$ cat config.mk
export PLATFORM = sky130hd
export DESIGN_NAME = gate_vector_sequencer
export DESIGN_NICKNAME = d
export VERILOG_FILES = /design/src/rtl/gate_seq_pkg.sv /design/src/rtl/settle_timer.sv /design/src/rtl/gate_vector_sequencer.sv
export SDC_FILE = /design/constraint.sdc
export NUM_CORES = 1
export LEC_CHECK = 0
export BUFFER_PORTS_ARGS = -buffer_cell sky130_fd_sc_hd__buf_2
export CORE_MARGIN = 3
export CORE_UTILIZATION = 24
export DETAILED_ROUTE_END_ITERATION = 7
export PLACE_DENSITY = 0.46
export SLEW_MARGIN = 0
export SYNTH_ARGS = -nofsm -noshare
export SYNTH_HDL_FRONTEND = slang
export SYNTH_SLANG_ARGS = --single-unit
$ cat constraint.sdc
create_clock -name clk -period 3.4 [get_ports clk]
set_input_delay 0.51 -clock clk [delete_from_list [all_inputs] [get_ports clk]]
set_output_delay 0.51 -clock clk [all_outputs]
set_load 0.05 [all_outputs]
$ cat src/rtl/gate_seq_pkg.sv
// Shared state encoding and default sizing for the gate vector sequencer.
package gate_seq_pkg;

  typedef enum logic [1:0] {
    ST_IDLE  = 2'd0,
    ST_APPLY = 2'd1,
    ST_CHECK = 2'd2,
    ST_DONE  = 2'd3
  } state_t;

  localparam int DEF_N_IN   = 2;
  localparam int DEF_SETTLE = 4;
  localparam int DEF_CNT_W  = 8;

endpackage

$ cat src/rtl/settle_timer.sv
// Loadable down-counter that paces how long each vector is held before compare.
module settle_timer #(
  parameter int WIDTH = 3
) (
  input  logic             clk,
  input  logic             rst_n,
  input  logic             load,
  input  logic [WIDTH-1:0] load_val,
  input  logic             dec,
  output logic             zero
);

  logic [WIDTH-1:0] cnt;

  always_ff @(posedge clk or negedge rst_n) begin
    if (!rst_n) begin
      cnt <= '0;
    end else if (load) begin
      cnt <= load_val;
    end else if (dec && (cnt != '0)) begin
      cnt <= cnt - WIDTH'(1);
    end
  end

  assign zero = (cnt == '0);

endmodule

$ cat src/rtl/gate_vector_sequencer.sv
// Steps every input vector onto two implementations of one identity, holds it SETTLE
// cycles, compares the outputs and reports mismatch count, first failing vector and pass.
module gate_vector_sequencer
  import gate_seq_pkg::*;
#(
  parameter int N_IN   = DEF_N_IN,
  parameter int SETTLE = DEF_SETTLE,
  parameter int CNT_W  = DEF_CNT_W
) (
  input  logic             clk,
  input  logic             rst_n,
  input  logic             start,
  input  logic             abort,
  output logic [N_IN-1:0]  vec_out,
  input  logic             lhs_in,
  input  logic             rhs_in,
  output logic             busy,
  output logic             done,
  output logic             pass,
  output logic [CNT_W-1:0] err_cnt,
  output logic             fail_valid,
  output logic [N_IN-1:0]  fail_vec,
  output logic [1:0]       dbg_state
);

  // Handshake: start is a level sampled only in IDLE; the sampling edge accepts the run and
  // raises busy. busy drops when DONE exits, on the same edge that raises the one-cycle done
  // pulse together with the updated pass. abort ends a run silently (no done pulse).

  localparam int TW = $clog2(SETTLE + 1);
  localparam logic [TW-1:0] TLOAD = TW'(SETTLE - 1);

  state_t state, next_state;
  logic   tmr_load, tmr_dec, tmr_zero;
  logic   chk_upd, mismatch, last_vec;

  assign dbg_state = state;
  assign mismatch  = lhs_in ^ rhs_in;
  assign last_vec  = &vec_out;
  assign chk_upd   = (state == ST_CHECK) && !abort;

  settle_timer #(.WIDTH(TW)) u_timer (
    .clk      (clk),
    .rst_n    (rst_n),
    .load     (tmr_load),
    .load_val (TLOAD),
    .dec      (tmr_dec),
    .zero     (tmr_zero)
  );

  always_ff @(posedge clk or negedge rst_n) begin
    if (!rst_n) state <= ST_IDLE;
    else        state <= next_state;
  end

  always_comb begin
    next_state = state;
    tmr_load   = 1'b0;
    tmr_dec    = 1'b0;
    case (state)
      ST_IDLE: begin
        if (start) begin
          next_state = ST_APPLY;
          tmr_load   = 1'b1;
        end
      end
      ST_APPLY: begin
        if (abort)         next_state = ST_IDLE;
        else if (tmr_zero) next_state = ST_CHECK;
        else               tmr_dec    = 1'b1;
      end
      ST_CHECK: begin
        if (abort) begin
          next_state = ST_IDLE;
        end else if (last_vec) begin
          next_state = ST_DONE;
        end else begin
          next_state = ST_APPLY;
          tmr_load   = 1'b1;
        end
      end
      ST_DONE: next_state = ST_IDLE;
      default: next_state = ST_IDLE;
    endcase
  end

  always_ff @(posedge clk or negedge rst_n) begin
    if (!rst_n) begin
      vec_out    <= '0;
      busy       <= 1'b0;
      done       <= 1'b0;
      pass       <= 1'b0;
      err_cnt    <= '0;
      fail_valid <= 1'b0;
      fail_vec   <= '0;
    end else begin
      done <= (state == ST_DONE);

      if ((state == ST_IDLE) && start) begin
        vec_out    <= '0;
        err_cnt    <= '0;
        fail_valid <= 1'b0;
        pass       <= 1'b0;
        busy       <= 1'b1;
      end

      if (((state == ST_APPLY) || (state == ST_CHECK)) && abort) busy <= 1'b0;

      if (chk_upd) begin
        if (mismatch) begin
          if (!(&err_cnt)) err_cnt <= err_cnt + CNT_W'(1);
          if (!fail_valid) begin
            fail_vec   <= vec_out;
            fail_valid <= 1'b1;
          end
        end
        if (!last_vec) vec_out <= vec_out + N_IN'(1);
      end

      // err_cnt already includes the final CHECK by the time DONE is reached.
      if (state == ST_DONE) begin
        pass <= (err_cnt == '0);
        busy <= 1'b0;
      end
    end
  end

endmodule

======== Word-level counts from Yosys, hierarchy flattened ========
Cells that the tools add are included.
storage, ports and cells
  logic and storage cells ................. 67
  flip-flop bits (word level) ............. 21
  output and inout port bits .............. 18
cells by class
  eq/ne operators ......................... 5
  add/subtract/negate cells ............... 3
  bitwise gates (word level) .............. 2
  reduce and logical (&&, ||, !) cells .... 17
  multiplexer cells ....................... 31
operators with widths
  cell                 count
  $mux 8               4
  $mux 2               8
  $mux 1               15
  $add 8x1->8 const B  1
  $logic_not 8->1      1
  $pmux 2 s4           1
  $reduce_and 8->1     1
  $mux 3               2
  $reduce_bool 3->1    2
  $eq 2x2->1 const B   2
  $logic_and 1x1->1    4
  $reduce_and 2->1     2
  $reduce_bool 2->1    2
  $logic_not 3->1      1
  $ne 3x3->1 const B   1
  $reduce_and 3->1     1
  $sub 3x1->3 const B  1
  $add 2x1->2 const B  1
  $eq 2x1->1 const B   1
  $logic_not 2->1      1
  $ne 2x2->1 const B   1
  $pmux 1 s2           1
  $logic_not 1->1      1
  $logic_or 1x1->1     1
  other kinds (2)      2

======== Longest topological paths before layout ========
Gate-level depths: netlist (run 1).
  depth in word-level cells ............... 7
  depth in mapped cells ................... 7
  gate-level depth less buffers ........... 7

======== By module ========
From an unflattened synthesis (run 1), not the netlist that was laid out.
second synthesis, totals
  cell total of the unflattened synthesis .. 125
  area, all modules ....................... 1206.2 um^2
by module, submodules not included
  module                 instances  cells an instance  area each (um^2)
  gate_vector_sequencer  1          106                998.5
  settle_timer           1          19                 207.7

======== Worst setup path before layout (run 1) ========
OpenSTA, ideal clock, no wires.
  path type ............................... reg-to-reg
  start point ............................. reg err_cnt[0]
  end point ............................... reg err_cnt[5]
  data required time ...................... 3.282 ns
  cell stages (with the launch flop) ...... 6
  path buffers ............................ 0
  clock period less this slack ............ 2.091 ns
  data arrival time ....................... 1.973 ns
  library setup time ...................... 0.118 ns
  setup slack ............................. 1.309 ns
  cells stage by stage .................... dfrtp_1 -> ha_1 -> and4_4 -> a211o_4 -> mux2_4 -> a21o_1
on the way
  cells in the longest elaborated chain, start to end .. 4
RTL lines
  what                                             RTL line                      RTL
  start: declaration                               gate_vector_sequencer.sv:20   output logic [CNT_W-1:0] err_cnt,
  start signal: assignment                         gate_vector_sequencer.sv:111  if (!(&err_cnt)) err_cnt <= err_cnt + CNT_W'(1);
  $add 8x1->8 or $reduce_and 8->1 (tied branches)  gate_vector_sequencer.sv:111
  $mux 8 (*)                                       gate_vector_sequencer.sv:111
  $mux 8 (*)                                       gate_vector_sequencer.sv:110  if (mismatch) begin
  $mux 8 (*)                                       gate_vector_sequencer.sv:109  if (chk_upd) begin
Mark *: on every way between the ends. The rest lies on a longest branch, timed or not.
A chain may end at the register's enable or synchronous reset.

======== Final worst setup path (run 1) ========
Ends and elaborated chain as after synthesis.

==> results of run 1 <==
[sequential cells by signal (all words and copies together) (netlist names)]
register / flops
busy: 1
dbg_state: 2
done: 1
err_cnt: 8
fail_valid: 1
fail_vec: 2
pass: 1
u_timer.cnt: 3
vec_out: 2
[cells by family after synthesis]
logic type | after synthesis | synth area share (%)
muxes | 4 | 4.144
AOI/OAI and AO/OA | 24 | 13.50
xor gates and xnor gates | 2 | 1.488
and+or+nand+nor | 48 | 22.42
DFF | 21 | 44.63
buffers and inverters | 10 | 3.188
adders and majority gates | 10 | 10.63
[power breakdown]
group	switching [W]	internal (W)	total, W
sequential	0.0000510	0.000310	0.000361
combinational	0.000333	0.000148	0.000482
clock	0.0000856	0.0000836	0.000169
[through the flow]
stage          cell area [µm²]  total power [W]  worst slack (ps)  hold slack, ps  util [%]
2_1_floorplan             1177        0.0007368              1309           214.4         -
3_3_place_gp              1370        0.0008454              1529           485.5     30.22
3_5_place_dp              1370        0.0008568              1519           479.0     30.22
4_1_cts                   1415         0.001032              1491           217.0     31.21
5_1_grt                   1415         0.001083              1404           232.1     31.21
6_report                  1415         0.001012              1489           195.0     31.21
[worst reg2reg max path, stage by stage, from the launching register on]
cell,delay [ps]
dfrtp_1,460
ha_1,290
and4_4,220
a211o_4,360
mux2_4,300
a21o_1,170
[layer usage]
layer	part of all wire (%)	up-vias	global-route usage (%)
met4	2.1	0	5.435
met1	46	449	11.53
li1	-	480	-
met5	0	-	0
met2	49	16	15.60
met3	3.3	4	2.009
[worst paths after layout]
check,start,end,slack (ps),depth (start not counted)
worst min-delay path,rst_n,err_cnt[6],190,1
max in group asynchronous,rst_n,u_timer.cnt[0],2880,1
min in group clk,fail_vec[0],fail_vec[0],490,1
worst min register to register,fail_vec[0],fail_vec[0],490,1
worst max register to register,err_cnt[0],err_cnt[5],1490,5
worst max-delay path,err_cnt[0],err_cnt[5],1490,5
[area by class of cell]
type	instances	share of cell area (%)
well taps	65	5.747
multi-input cells	88	43.41
flip-flops and latches	21	37.14
repair buffers	23	8.134
inverters	9	2.387
clock buffers	4	3.183
[cells in the final DEF, fill, tap and decap left out]
master | synthesis | layout
buf_2 | 0 | 23
dfrtp_1 | 21 | 21
nand2_1 | 15 | 15
nand3_1 | 10 | 10
ha_1 | 10 | 10
inv_1 | 9 | 9
o21ai_1 | 7 | 7
nor2_1 | 6 | 6
a21oi_1 | 5 | 5
o211ai_1 | 5 | 5
or3_1 | 3 | 3
clkbuf_8 | 0 | 3
nand2b_4 | 2 | 2
xnor2_1 | 2 | 2
and3_1 | 2 | 2
nor3_1 | 2 | 2
a21o_1 | 2 | 2
a31oi_1 | 2 | 2
mux2_1 | 2 | 2
and4_4 | 1 | 1
and3_4 | 1 | 1
a211o_4 | 1 | 1
mux2_2 | 1 | 1
mux2_4 | 1 | 1
and2b_1 | 1 | 1
or4_1 | 1 | 1
or3b_1 | 1 | 1
o41ai_1 | 1 | 1
a211oi_1 | 1 | 1
nor4_1 | 1 | 1
nand4_1 | 1 | 1
nor3b_1 | 1 | 1
clkbuf_1 | 1 | 1
==> reports/metrics.yaml, run 1 <==
finish:
  fillCellCount: 478
  antenna_cells: 0
  final-seq-area_um2: 525.5
  fin_nets: 162
  syn_to_final_growth_pct: 20.19
  stdcell_count: 210
  multiInputGateArea_um2: 614.3
  drive_gt1_share_pct: 22.76
critical_path:
  crit_fanout: 9
  cpPeakStageDelay_ps: 460
  critPathRequiredTime_ps: 3560
  path_buf_inv: 0
  crit_chain: "ha_1 -> and4_4 -> a211o_4 -> mux2_4 -> a21o_1"
  end_kind: "flop"
  slowest_stage: "dfrtp_1"
  cp_top_family: "compound AO/OA/AOI/OAI gates"
  cp.arrival_ps: 2070
  path_class: "reg -> reg"
  critPathLaunchType: "flop"
drt:
  vias: 949
  wirelength_mm: 2.632
  drc: 0
  drt-wirelength-per-cell_um: 12.53
  dr.pass1.iters: 4
  postRouteAntennaNets: 0
  avgViaCountPerCell: 4.519
  drt_iter0_markers: 96
logic_synthesis:
  synth_common_cells: "dfrtp_1, nand2_1, ha_1, nand3_1, inv_1"
  synth_edf_count: 0
  ys_async_sr_fraction_pct: 100.0
  synth_ff_type: "dfrtp_1"
  synth_seq_area_share_pct: 44.63
  ys_ff_latch: 21
  yosys.area.top_type: "dfrtp_1"
  synth_area_leaders: "dfrtp_1, ha_1, nand2_1"
  synth_most_common_cell: "dfrtp_1"
  netlist_area_um2: 1177
  yosys_warnings: 0
  synth_top_area_share_pct: 44.63
  synth_cells: 119
  syn_area_per_cell_um2: 9.894
  syn-num-nets: 135
  synth_cell_types: 31
timing:
  worstMarginPinSlew_ps: 480.7
  min_period_over_period_pct: 56.22
  rsz0062_at_grt: "false"
  period_minus_slack_ps: 1911
  finalMaxSlewViolations: 0
  hold_viol_final: 0
  relSlewSlack_pct: 67.96
  setup_violations: 0
  setup_tns_ps: 0
  max_clock_freq_mhz: 523.2
  fin_skew_ps: 2.045
power_and_ir_drop:
  p_leak_nw: 0.7205
  p_per_area_nw_per_um2: 715.1
  ir_worst_vdd_mv: 0.1934
clock_tree:
  clock-sinks: 21
  numCtsBuffers: 3
  postCtsSetupBuffers: 0
  cts_resized: 0
  clk_pin_slew_ps: 80
  h-tree-depth: 1
  cts_tree: "done"
  insertion_delay_ps: 260
  ctsHoldBuffers: 0
  cts_root_buf: "clkbuf_8"
  cts_buffer_depth: 2
global_route:
  grt_pass1_vias: 917
  grt_overflow: 0
  grt_max_degree: 22
  antenna_found_initial: 0
  track_usage_pct: 9.505
  grt_pass1_wl_mm: 4.443
place:
  dp_hpwl_mm: 2.034
  gp_congestion: 0.8283
  dp.cells: 206
  port_buffers: 23
floorplan:
  die_area_um2: 5782
  num_rows: 24
  io_pins: 24
  die_w_um: 76.04
  die-height_um: 76.04
  start_util_pct: 25.97
  core_area_um2: 4534
status:
  status: "completed"
job:
  maxCapViolCount: 0
min_path:
  min-delay-path-class: "in -> async"
No activity file was read; power rests on OpenSTA's default activity.
==> run 2, diff against run 1 <==
- clock period: 3.4 -> 2 ns (I/O delays scaled with it)
==> run 2 against run 1 <==
The run now ends with hold timing left. Largest power group unchanged. Critical path type unchanged. Critical path depth stayed put. Clock skew is 1.8 ps higher. Via count increased by 1.2%.
==> reports/metrics.yaml, run 2 (synthesized netlist as in run 1, its figures left out) <==
power_and_ir_drop:
  p_int_w: 0.0009415
  p_comb_share_pct: 48.6
  p_seq_share_pct: 34.7
  switching_share_pct: 46.17
  p_per_area_nw_per_um2: 1215
  p_clk_share_pct: 16.6
  ir_worst_vdd_mv: 0.3388
  switchingPower_w: 0.0008077
  p_leak_nw: 0.7326
timing:
  period_minus_slack_ps: 1850
  holdWs_ps: -10.34
  relSlewSlack_pct: 66.95
  rsz0062_at_grt: "false"
  min_period_over_period_pct: 92.49
  setup_tns_ps: 0
  finalMaxSlewViolations: 0
  worstMarginPinSlew_ps: 495.7
  hold_viol_final: 21
  fin_skew_ps: 3.797
  setup_violations: 0
  max_clock_freq_mhz: 540.6
floorplan:
  start_util_pct: 25.97
  die_w_um: 76.04
  io_pins: 24
  die-height_um: 76.04
  core_area_um2: 4534
  die_area_um2: 5782
  num_rows: 24
finish:
  antenna_cells: 0
  syn_to_final_growth_pct: 22.32
  layout_commonest_cell: "buf_2"
  largest_register_ffs: 8
  final_cell_mix: "buf_2, dfrtp_1, nand2_1, nand3_1, ha_1"
  drive_gt1_share_pct: 25.68
  fin_nets: 165
  largest_registers: "err_cnt (8), u_timer.cnt (3)"
  top_register: "err_cnt"
  stdcell_count: 213
critical_path:
  cp_top_family: "compound AO/OA/AOI/OAI gates"
  end_kind: "flop"
  path_buf_inv: 0
  timing.rr.start: "err_cnt[1]"
  worstReg2RegEnd: "err_cnt[5]"
  reg2reg_slack_ps: 150
  slowest_stage: "dfrtp_2"
  reg2reg_depth: 5
  cp.arrival_ps: 2010
  cpPeakStageDelay_ps: 450
  path_class: "reg -> reg"
  crit_fanout: 8
  crit_chain: "ha_1 -> and4_4 -> a211o_4 -> mux2_4 -> a21o_1"
  critPathLaunchType: "flop"
  critPathRequiredTime_ps: 2160
clock_tree:
  clk_pin_slew_ps: 80
  clock-sinks: 21
  cts_tree: "done"
  ctsHoldBuffers: 0
  numCtsBuffers: 3
  insertion_delay_ps: 260
  postCtsSetupBuffers: 0
  cts_root_buf: "clkbuf_8"
  cts_buffer_depth: 2
  cts_resized: 0
  h-tree-depth: 1
drt:
  drc: 0
  drt_iter0_markers: 85
  dr.pass1.iters: 4
  postRouteAntennaNets: 0
  vias: 960
  wirelength_mm: 2.697
  drt-wirelength-per-cell_um: 12.66
  avgViaCountPerCell: 4.507
place:
  gp_congestion: 0.7834
  dp_hpwl_mm: 2.060
  port_buffers: 23
  dp.cells: 209
min_path:
  min-delay-path-class: "in -> async"
status:
  violations: "hold timing"
  status: "finished, violations left"
global_route:
  antenna_found_initial: 0
  grt_overflow: 0
  grt_pass1_vias: 935
  grt_pass1_wl_mm: 4.698
  track_usage_pct: 10.06
  grt_max_degree: 22
job:
  maxCapViolCount: 0
## run 2: changes by cell type in the layout (fill, tap and decap cells not counted), sizes merged
cell,change
buf,+3
## run 2: final cells by class
| type | instances | area, µm² |
|---|---|---|
| Tap cell | 65 | 81.33 |
| Timing Repair Buffer | 26 | 137.6 |
| Multi-Input combinational cell | 88 | 614.3 |
| Inverter | 9 | 33.78 |
| Sequential cell | 21 | 528.0 |
| Clock buffer | 4 | 45.04 |
| Fill cell | 501 | 3094 |
## run 2: worst max path at each step
stage | startpoint | cells past startpoint | end
floorplan | dbg_state[0] | 6 | err_cnt[5]
global placement | err_cnt[1] | 5 | err_cnt[5]
detailed placement | err_cnt[1] | 5 | err_cnt[5]
CTS | err_cnt[1] | 5 | err_cnt[5]
global route | err_cnt[1] | 5 | err_cnt[5]
finish | err_cnt[1] | 5 | err_cnt[5]
## run 2: metal layers
metal / track usage, % / vias up / routed length [µm]
met1: 13.47 / 451 / 1234
met2: 15.78 / 22 / 1320
met4: 4.891 / 0 / 25
met3: 1.655 / 2 / 116
met5: 0 / - / 0
li1: - / 485 / -
## run 2: per-stage QoR
stage	power (W)	cell area (µm²)	util (%)	setup slack, ps	hold slack [ps]
after floorplan	0.001254	1180	-	16.84	4.409
after global placement	0.001466	1395	30.77	174.5	293.9
after detailed placement	0.001481	1395	30.77	162.2	300.4
after CTS	0.001778	1440	31.76	147.8	8.930
after global routing	0.001887	1440	31.76	65.16	25.56
final	0.001749	1440	31.76	150.2	-10.34
## run 2: power groups by stage
stage          clock network [W]  logic [W]  registers, W
3_3_place_gp                   0   0.000852      0.000614
2_1_floorplan                  0   0.000372      0.000882
4_1_cts                 0.000299   0.000865      0.000613
5_1_grt                 0.000312   0.000946      0.000629
6_report                0.000291   0.000850      0.000608
3_5_place_dp                   0   0.000860      0.000621
